**src/rtl/reaction_interval_meter_pkg.sv**
```systemverilog
// Shared types and constants for the reaction interval meter.
// The FSM encoding is also visible on the top-level debug port.
package reaction_interval_meter_pkg;

  typedef enum logic [2:0] {
    S_IDLE = 3'd0,
    S_WAIT = 3'd1,
    S_RUN  = 3'd2,
    S_DONE = 3'd3,
    S_FOUL = 3'd4,
    S_TMO  = 3'd5
  } state_t;

  localparam int          BCD_DIGITS = 4;
  localparam logic [15:0] BCD_MAX    = 16'h9999;

endpackage

```
**src/rtl/reaction_interval_meter_bcd_counter4.sv**
```systemverilog
// Four-digit BCD up-counter with synchronous clear and optional saturation.
// Each digit wraps from 9 to 0 and carries into the next digit.
module bcd_counter4
  import reaction_interval_meter_pkg::*;
(
  input  logic        clock,
  input  logic        reset,
  input  logic        clear,
  input  logic        inc,
  input  logic        sat,
  output logic [15:0] value,
  output logic        at_max
);

  logic [15:0] value_inc;
  logic        carry;

  // Ripple carry: any digit at 9 or above rolls to 0, so no digit can exceed 9.
  always_comb begin
    value_inc = value;
    carry     = 1'b1;
    for (int i = 0; i < BCD_DIGITS; i++) begin
      if (carry) begin
        if (value[4*i +: 4] >= 4'd9) begin
          value_inc[4*i +: 4] = 4'd0;
        end else begin
          value_inc[4*i +: 4] = value[4*i +: 4] + 4'd1;
          carry = 1'b0;
        end
      end
    end
  end

  assign at_max = (value == BCD_MAX);

  always_ff @(posedge clock or negedge reset) begin
    if (!reset) begin
      value <= 16'h0000;
    end else if (clear) begin
      value <= 16'h0000;
    end else if (inc && !(sat && at_max)) begin
      value <= value_inc;
    end
  end

endmodule

```
**src/rtl/reaction_interval_meter.sv**
```systemverilog
// Reaction timer core: pre-delay, stimulus lamp, then BCD ms count until the
// button rises. All status outputs are registered from the next state.
module reaction_interval_meter
  import reaction_interval_meter_pkg::*;
#(
  parameter int DELAY_MS = 2000,
  parameter int DLY_W    = 16
) (
  input  logic        clock,
  input  logic        reset,
  input  logic        ms_clk,
  input  logic        start,
  input  logic        button,
  output logic        stim_led,
  output logic [15:0] bcd,
  output logic        busy,
  output logic        done,
  output logic        foul,
  output logic        timeout,
  output state_t      dbg_state
);

  localparam logic [DLY_W-1:0] DLY_LAST = DLY_W'(DELAY_MS - 1);

  state_t           state, state_nxt;
  logic [DLY_W-1:0] dly_cnt, dly_nxt;
  logic             ms_q, tick;
  logic             btn_s1, btn_s2, btn_s3, btn_rise;
  logic             cnt_clear, cnt_inc, cnt_at_max;

  assign tick      = ms_clk & ~ms_q;
  assign btn_rise  = btn_s2 & ~btn_s3;
  assign dbg_state = state;

  always_ff @(posedge clock or negedge reset) begin
    if (!reset) begin
      ms_q   <= 1'b0;
      btn_s1 <= 1'b0;
      btn_s2 <= 1'b0;
      btn_s3 <= 1'b0;
    end else begin
      ms_q   <= ms_clk;
      btn_s1 <= button;
      btn_s2 <= btn_s1;
      btn_s3 <= btn_s2;
    end
  end

  // A button event always beats a coincident tick in WAIT and RUN.
  always_comb begin
    state_nxt = state;
    dly_nxt   = dly_cnt;
    cnt_clear = 1'b0;
    cnt_inc   = 1'b0;
    case (state)
      S_WAIT: begin
        if (btn_rise) begin
          state_nxt = S_FOUL;
        end else if (tick) begin
          if (dly_cnt == DLY_LAST) state_nxt = S_RUN;
          else                     dly_nxt   = dly_cnt + DLY_W'(1);
        end
      end
      S_RUN: begin
        if (btn_rise) begin
          state_nxt = S_DONE;
        end else if (tick) begin
          if (cnt_at_max) state_nxt = S_TMO;
          else            cnt_inc   = 1'b1;
        end
      end
      default: begin
        if (start) begin
          state_nxt = S_WAIT;
          dly_nxt   = '0;
          cnt_clear = 1'b1;
        end
      end
    endcase
  end

  always_ff @(posedge clock or negedge reset) begin
    if (!reset) begin
      state    <= S_IDLE;
      dly_cnt  <= '0;
      stim_led <= 1'b0;
      busy     <= 1'b0;
      done     <= 1'b0;
      foul     <= 1'b0;
      timeout  <= 1'b0;
    end else begin
      state    <= state_nxt;
      dly_cnt  <= dly_nxt;
      stim_led <= (state_nxt == S_RUN);
      busy     <= (state_nxt == S_WAIT) || (state_nxt == S_RUN);
      done     <= (state_nxt == S_DONE);
      foul     <= (state_nxt == S_FOUL);
      timeout  <= (state_nxt == S_TMO);
    end
  end

  bcd_counter4 u_counter (
    .clock  (clock),
    .reset  (reset),
    .clear  (cnt_clear),
    .inc    (cnt_inc),
    .sat    (1'b1),
    .value  (bcd),
    .at_max (cnt_at_max)
  );

endmodule
```
**config.mk**
```make
export PLATFORM = sky130hd
export DESIGN_NAME = reaction_interval_meter
export DESIGN_NICKNAME = d
export VERILOG_FILES = /design/src/rtl/reaction_interval_meter_pkg.sv /design/src/rtl/reaction_interval_meter_bcd_counter4.sv /design/src/rtl/reaction_interval_meter.sv
export SDC_FILE = /design/constraint.sdc
export NUM_CORES = 1
export LEC_CHECK = 0
export ABC_AREA = 0
export CORE_MARGIN = 3
export CORE_UTILIZATION = 50
export DETAILED_ROUTE_END_ITERATION = 16
export PLACE_DENSITY = 0.75
export REMOVE_ABC_BUFFERS = 1
export SYNTH_ARGS = -nofsm -noshare
export SYNTH_HDL_FRONTEND = slang
export SYNTH_SLANG_ARGS = --single-unit
export TNS_END_PERCENT = 50
```
**constraint.sdc**
```tcl
create_clock -name clock -period 2.2 [get_ports clock]
set_clock_uncertainty 0.1 [all_clocks]
set_input_delay 0.44 -clock clock [delete_from_list [all_inputs] [get_ports clock]]
set_output_delay 0.44 -clock clock [all_outputs]
set_load 0.05 [all_outputs]
```
After elaboration in Yosys (flattened, before gate mapping)
Cells that the tools add are included.

Multiplexer cells: 33. Bitwise logic cells: 5. Order comparisons: 4. $add $sub $neg: 5. Reduce and logical (&&, ||, !) cells: 13. Equality and inequality tests: 12.

Operator list (count): $mux 16 (6); $pmux 16 s2 (1); $mux 4 (7); $mux 3 (7); $add 16x1->16 const B (1); $add 4x1->4 const B (4); $eq 16x11->1 const B (1); $eq 16x16->1 const B (1); $ge 4x4->1 const B (4); $mux 1 (11); $reduce_bool 2->1 (5); $eq 3x2->1 const B (3); $eq 3x1->1 const B (2); $eq 3x3->1 const B (2); $ne 2x2->1 const B (3); $pmux 3 s2 (1); $reduce_and 2->1 (3); $reduce_and 5->1 (1); $not 1->1 (3); $and 1x1->1 (2); $reduce_or 2->1 (1); $logic_and 1x1->1 (1); $logic_not 1->1 (1); $logic_or 1x1->1 (1).

Input port bits: 5. Output and inout port bits: 24. Register bits after elaboration: 44. Logic and storage cells: 87.

Depth between registers and ports, before layout
Gate-level depths: netlist of run 1.

Depth in word-level cells: 8. Mapped depth: 8. Mapped depth without buffers: 8.

Hierarchy
Synthesis of run 1 repeated with hierarchy kept, for this count alone.

Cells, all modules: 274. Area total of the unflattened synthesis: 2692.6 um2.

Modules (own cells, without submodules): reaction_interval_meter (times used 1, seq. area each 700.7 um2, cells each 158, area an instance 1560.2 um2); bcd_counter4 (times used 1, seq. area each 400.4 um2, cells each 116, area an instance 1132.3 um2).

Worst setup path before layout of run 1
No wires, ideal clock.

Path kind: reg-to-reg. From: reg u_counter.value[4]. To: reg u_counter.value[15]. Setup time: 0.126 ns. Required time: 1.974 ns. Path buffers: 0. Clock period less this slack: 2.409 ns. Cell stages (with the launch flop): 7. Setup slack: -0.209 ns. Data arrival time: 2.183 ns. Path through: dfrtp_1 -> ha_1 -> nor2_1 -> a21boi_0 -> a41oi_4 -> or2_4 -> a221o_1.

Longest elaborated chain between the ends: 8. Elaborated cells on any way between the ends: 14. Those cells by class: order compare: 1; eq/ne: 1; mux: 7; reduce/logical: 5.

Ends and longest elaborated chain: start, declared (RTL line reaction_interval_meter_bcd_counter4.sv:11) `output logic [15:0] value,`; start signal, assigned (RTL line reaction_interval_meter_bcd_counter4.sv:42) `value <= value_inc;`; $eq 16x16->1 (RTL line reaction_interval_meter_bcd_counter4.sv:34) `assign at_max = (value == BCD_MAX);`; $mux 1 (RTL line reaction_interval_meter.sv:68) `if (cnt_at_max) state_nxt = S_TMO;`; $mux 1 (RTL line reaction_interval_meter.sv:67) `end else if (tick) begin`; $mux 1 (RTL line reaction_interval_meter.sv:65) `if (btn_rise) begin`; $mux 1 (RTL line reaction_interval_meter.sv:55) `case (state)`; $logic_and 1x1->1 (RTL line reaction_interval_meter_bcd_counter4.sv:41) `end else if (inc && !(sat && at_max)) begin`; $reduce_bool 2->1 (no line); $reduce_and 2->1 (no line) (*).

Every way passes the cells marked *; elsewhere a longest branch is shown, timed or not. A chain may end at the register's enable or synchronous reset.

Worst setup path in the final report of run 1
From: reg u_counter.value[14]. To: out bcd[14].

RTL lines: end, declared (RTL line reaction_interval_meter.sv:15) `output logic [15:0] bcd,`.

No word-level cell between the ends.

==> impl_metrics.ini, run 1 <==
[yosys]
synth-xor-area-share = 0.00347
syn-instance-count = 265
synth_edf_count = 0
ys_top_cells_by_area = dfrtp_1 (44%), ha_1 (6.5%), o21ai_0 (4.6%), nand3_1 (3.4%), nand2_1 (2.8%)
synthAdderAreaFrac = 0.0645
yosysTopAreaCell = dfrtp_1
netlist_area_mm2 = 0.00252
synth_top_family_by_area = simple AND/OR/NAND/NOR gates
ys_types = 50
synth.area.mux_share = 0.00844
syn_avg_cell_area_um2 = 9.51
async_flop_share = 1.00
synth.yosys.seq_area_share = 0.437
synth_compound_area_frac = 0.188
synth_flop_cell = dfrtp_1
synth_top_area_share = 0.437
yosys_warnings = 0
synthTopCellsByCount = dfrtp_1 (44), o21ai_0 (23), nand2_1 (19), nand3_1 (17), nor2_1 (16)
yosysMostFrequentCell = dfrtp_1
yosys.area_share.simple = 0.258
synth_seq_cells = 44

[floorplan]
ios = 29
core_mm2 = 0.00479
rows = 25
dieHeight_um = 77.0
initial_core_util = 0.527
die_area_mm2 = 0.00593
die_w_um = 77.0

[routing]
firstDrtPassIters = 5
ant_nets = 0
wl_per_cell_um = 14.1
routed_wl_um = 5450
viasPerCell = 5.72
vias = 2208
drcViolationCount = 0
drtIter0Drc = 118

[clocking]
h-tree-depth = 2
postCtsHoldBufs = 0
clock_path_buffers = 2
cts_buffers = 5
clk_pin_slew_ns = 0.09
cts-root-buf = clkbuf_8
clk_latency_ns = 0.30
cts_tree = yes
clock_sinks = 44

[critical_path]
worstSetupPathType = reg -> out
crit_fanout = 7
crit_buf_inv = 1
r2r_slack_ns = 0.13
cp.arrival_ns = 1.60
critPathLaunchType = flop
crit_path_end_kind = output port
cp_slowest_stage_delay_ns = 0.84
crit_family = buffers and inverters
worstPathCellList = clkdlybuf4s50_1
worstPathRequired_ns = 1.66
cpMaxStageDelayCell = clkdlybuf4s50_1

[layout]
fillers = 397
layout-drive-gt1-share = 0.169
seq_area_mm2 = 0.00110
utilization = 0.659
area_growth_pct = 25.1
stdcell_count = 386
multi_input_area_mm2 = 0.00133
fin_nets = 336
insertedDiodeCount = 0

[power_and_ir_drop]
powerDensity_mw_per_mm2 = 968
leakagePower_nw = 1.34
ir_drop_mv = 0.652

[placement]
dpl.cell_count = 378
gp_congestion = 0.810
pre_cts_ws_ns = -0.210
dp_hpwl_um = 4010
portBuffers = 28

[timing]
hold_viol = 0
setup_viol = 0
holdWs_ns = 0.109
final_max_slew_viol_count = 0
min_period_over_period = 0.973
worstMarginPinSlew_ns = 0.552
layout_setup_ws_ns = 0.0601
rsz0062_at_grt = false
finalSetupTns_ns = 0
clock.fmax_mhz = 467
relSlewSlack = 0.632
min_period_ns = 2.14

[grt]
grt_pass1_wl_um = 9630
antenna_found_initial = 0
track_usage = 0.197
overflow = 0
first_global_vias = 2134
grt_start_max_net_pins = 45

[run]
drv_cap = 0

[run_status]
status = complete, no violations

[worst_hold_path]
hold_class = in -> async
==> per-layer routing <==
metal / global-route usage / share of wire
met3: 0.0399 / 0.030
met2: 0.316 / 0.46
met5: 0 / 0
met4: 0.0676 / 0.013
met1: 0.265 / 0.49
==> worst register-to-register path: stages (launching register included) <==
cell and delay [ns]:
dfrtp_1 0.44, ha_1 0.27, o31a_1 0.41, a41oi_4 0.25, buf_4 0.17, nor2_1 0.06, mux2_2 0.27
==> what timing repair did <==
action / CTS / global route
buffers inserted: 0 / 0
endpoints found under the setup margin: 0 / 4
resized for setup: 0 / 3
==> area by class of cell <==
cell class	count	share of cell area
Multi-Input combinational cell	200	0.422
Sequential cell	44	0.349
Timing Repair Buffer	55	0.152
Tap cell	67	0.0266
Clock buffer	5	0.0218
Clock inverter	3	0.0151
Inverter	12	0.0143
==> report_power, final <==
| group | leakage (nW) | total [W] | internal (W) | switching, W |
|---|---|---|---|---|
| combinational | 0.697 | 0.00136 | 0.000511 | 0.000847 |
| sequential | 0.587 | 0.00107 | 0.000932 | 0.000133 |
| clock | 0.0583 | 0.000629 | 0.000342 | 0.000287 |
==> through the flow <==
stage               cell area [µm²]  power [W]
finish                         3150    0.00305
global route                   3150    0.00324
CTS                            3140    0.00307
detailed placement             3030    0.00244
global placement               3030    0.00241
floorplan                      2460    0.00189
==> final timing paths <==
check / cells past startpoint / end / startpoint
min in group clock: 0 / btn_s2 / btn_s1
max: 1 / bcd[14] / u_counter.value[14]
max in group asynchronous: 2 / busy / reset
min reg2reg: 0 / btn_s2 / btn_s1
max reg2reg: 6 / u_counter.value[12] / u_counter.value[0]
min: 2 / dly_cnt[11] / reset
==> cells in the final DEF, fill, tap and decap left out, drive strengths merged, types with 2 or more instances in the layout <==
cell	netlist	final
o31a	4	4
clkdlybuf4s50	0	22
dfrtp	44	44
inv	12	12
nor4	5	5
and4	3	3
nor3b	4	4
or3	10	10
a221o	2	2
a21oi	15	15
ha	13	13
o21a	5	5
nand2b	4	4
clkbuf	5	5
a21boi	2	2
and4bb	2	2
nand3	17	17
a211oi	2	2
a41oi	2	2
and3	5	5
nor3	6	6
o21ai	27	27
nor2	16	16
or4	4	4
o31ai	7	7
nand2	19	19
and4b	2	2
nor4b	2	2
buf	4	33
nor2b	2	2
clkinv	0	2
nand4	6	6
==> cell families (layout without fill, tap and decap cells) <==
kind of cell	after synthesis	in the layout
compound gates	72	72
xor+xnor	1	1
fa+ha+maj	13	13
buf+inv	21	75
flops	44	44
mux	2	2
simple gates	112	112
Power figures use the tool's default switching activity.
==> inputs of run 2 (changes only) <==
--- a/config.mk
+++ b/config.mk
@@ -7,9 +7,9 @@
 export LEC_CHECK = 0
 export ABC_AREA = 0
 export CORE_MARGIN = 3
-export CORE_UTILIZATION = 50
+export CORE_UTILIZATION = 60
 export DETAILED_ROUTE_END_ITERATION = 16
-export PLACE_DENSITY = 0.75
+export PLACE_DENSITY = 0.85
 export REMOVE_ABC_BUFFERS = 1
 export SYNTH_ARGS = -nofsm -noshare
 export SYNTH_HDL_FRONTEND = slang
==> constraint.sdc (replaced) <==
create_clock -name clock -period 2.75 [get_ports clock]
set_clock_uncertainty 0.1 [all_clocks]
set_input_delay 0.55 -clock clock [delete_from_list [all_inputs] [get_ports clock]]
set_output_delay 0.55 -clock clock [all_outputs]
set_load 0.05 [all_outputs]
==> run 2 against run 1 <==
Total power is 24% lower. Sequential share of layout area is 2.4 points higher. Setup slack better by 0.33 ns. Via count is 2.4% lower. Non-clock buffer count is 21 lower. Sequential cell count stayed put. Utilization is 11 points higher. Global-route usage is 3.8 points higher. Critical path type unchanged.
==> impl_metrics.ini, run 2 (synthesis results as in run 1) <==
[placement]
portBuffers = 28
gp_congestion = 0.822
dp_hpwl_um = 3980

[grt]
antenna_found_initial = 0
grt_pass1_wl_um = 9610
first_global_vias = 2054
track_usage = 0.235
grt_start_max_net_pins = 24
overflow = 0

[critical_path]
critPathLaunchType = flop
crit_path_end_kind = output port
cp.arrival_ns = 1.71
cp_slowest_stage_delay_ns = 0.87
worstPathCellList = clkdlybuf4s50_1
crit_fanout = 10
crit_family = buffers and inverters
cpMaxStageDelayCell = clkdlybuf4s50_1
worstSetupPathType = reg -> out
crit_buf_inv = 1
worstPathRequired_ns = 2.10

[floorplan]
die_area_mm2 = 0.00502
die_w_um = 70.8
dieHeight_um = 70.8
initial_core_util = 0.654
ios = 29
rows = 22
core_mm2 = 0.00385

[timing]
setup_viol = 0
hold_viol = 0
min_period_over_period = 0.857
worstMarginPinSlew_ns = 0.589
rsz0062_at_grt = false
min_period_ns = 2.36
clock.fmax_mhz = 424
finalSetupTns_ns = 0
final_max_slew_viol_count = 0
relSlewSlack = 0.604

[clocking]
cts_tree = yes
clk_latency_ns = 0.30
post-cts-setup-buffers = 0
cts-resized-gates = 0
h-tree-depth = 2
clock_sinks = 44
clk_pin_slew_ns = 0.09
cts_buffers = 5
postCtsHoldBufs = 0
clock_path_buffers = 2
cts-root-buf = clkbuf_8

[run_status]
status = complete, no violations

[layout]
area_growth_pct = 17.1
layout-drive-gt1-share = 0.0805
insertedDiodeCount = 0
layout_commonest_cell = dfrtp_1
fin_nets = 315
fillers = 287
utilization = 0.766
final_cell_mix = dfrtp_1 (44), clkdlybuf4s50_1 (27), o21ai_0 (23), nand2_1 (19), nand3_1 (17)

[worst_hold_path]
hold_class = in -> async

[power_and_ir_drop]
leakagePower_nw = 1.22
finalPower_w = 0.00233
powerDensity_mw_per_mm2 = 791
ir_drop_mv = 0.615

[routing]
firstDrtPassIters = 4
viasPerCell = 6.23
wl_per_cell_um = 16.1
drtIter0Drc = 141
vias = 2154
drcViolationCount = 0
ant_nets = 0
routed_wl_um = 5560

[run]
drv_cap = 0
run 2: cell types whose count changed in the layout (fill, tap and decap cells not counted):
cell and change:
clkdlybuf4s50_1 +5, nand3_1 +2, clkinv_4 -2, clkinv_2 +1, nor2_1 +1, buf_12 -1, nand3_2 -2, nor2_2 -1
clkbuf_1 +1, buf_4 -25
run 2: area by class of cell:
type	count	area, µm²	area share
Clock buffer	6	72.6	0.0246
Multi-Input combinational cell	200	1320	0.446
Clock inverter	2	35.0	0.0119
Tap cell	48	60.1	0.0203
Timing Repair Buffer	34	320	0.109
Inverter	12	45.0	0.0153
Sequential cell	44	1100	0.373
run 2: path summary, 6_finish.rpt:
kind / from / endpoint / slack [ns] / cells past startpoint
max in group asynchronous: reset / btn_s1 / 1.76 / 2
worst min-delay path: reset / dly_cnt[15] / 0.11 / 1
worst max-delay path: dbg_state[2] / dbg_state[2] / 0.39 / 1
worst max register to register: u_counter.value[5] / u_counter.value[15] / 0.47 / 7
min in group clock: btn_s1 / btn_s2 / 0.27 / 0
worst min register to register: btn_s1 / btn_s2 / 0.27 / 0
run 2: metal layers:
| layer | track usage | wire length [µm] | vias to the layer above |
|---|---|---|---|
| li1 | - | - | 1059 |
| met1 | 0.328 | 2610 | 1026 |
| met2 | 0.370 | 2600 | 61 |
| met3 | 0.0483 | 270 | 8 |
| met4 | 0.0710 | 69 | 0 |
| met5 | 0 | 0 | - |
run 2: power by group:
| part | switching, W | leakage [nW] | internal [W] |
|---|---|---|---|
| clock network | 0.000220 | 0.0552 | 0.000270 |
| logic | 0.000639 | 0.577 | 0.000329 |
| registers | 0.000131 | 0.587 | 0.000746 |
| total | 0.000989 | 1.22 | 0.00134 |
run 2: stage by stage:
stage	area (µm²)	worst slack (ns)	instances	hold slack (ns)
final	2950	0.393	346	0.112
after global routing	2950	0.221	346	0.147
after CTS	2950	0.387	346	0.121
after detailed placement	2840	0.0921	338	0.254
after global placement	2840	0.166	338	0.238
after floorplan	2460	0.341	256	0.154
==> inputs of run 3 (changes only) <==
--- a/config.mk
+++ b/config.mk
@@ -11,6 +11,7 @@
 export DETAILED_ROUTE_END_ITERATION = 16
 export PLACE_DENSITY = 0.85
 export REMOVE_ABC_BUFFERS = 1
+export SKIP_CTS_REPAIR_TIMING = 1
 export SYNTH_ARGS = -nofsm -noshare
 export SYNTH_HDL_FRONTEND = slang
 export SYNTH_SLANG_ARGS = --single-unit
==> results of run 3 <==
No change in the layout: final DEF, timing and power equal those of run 2.
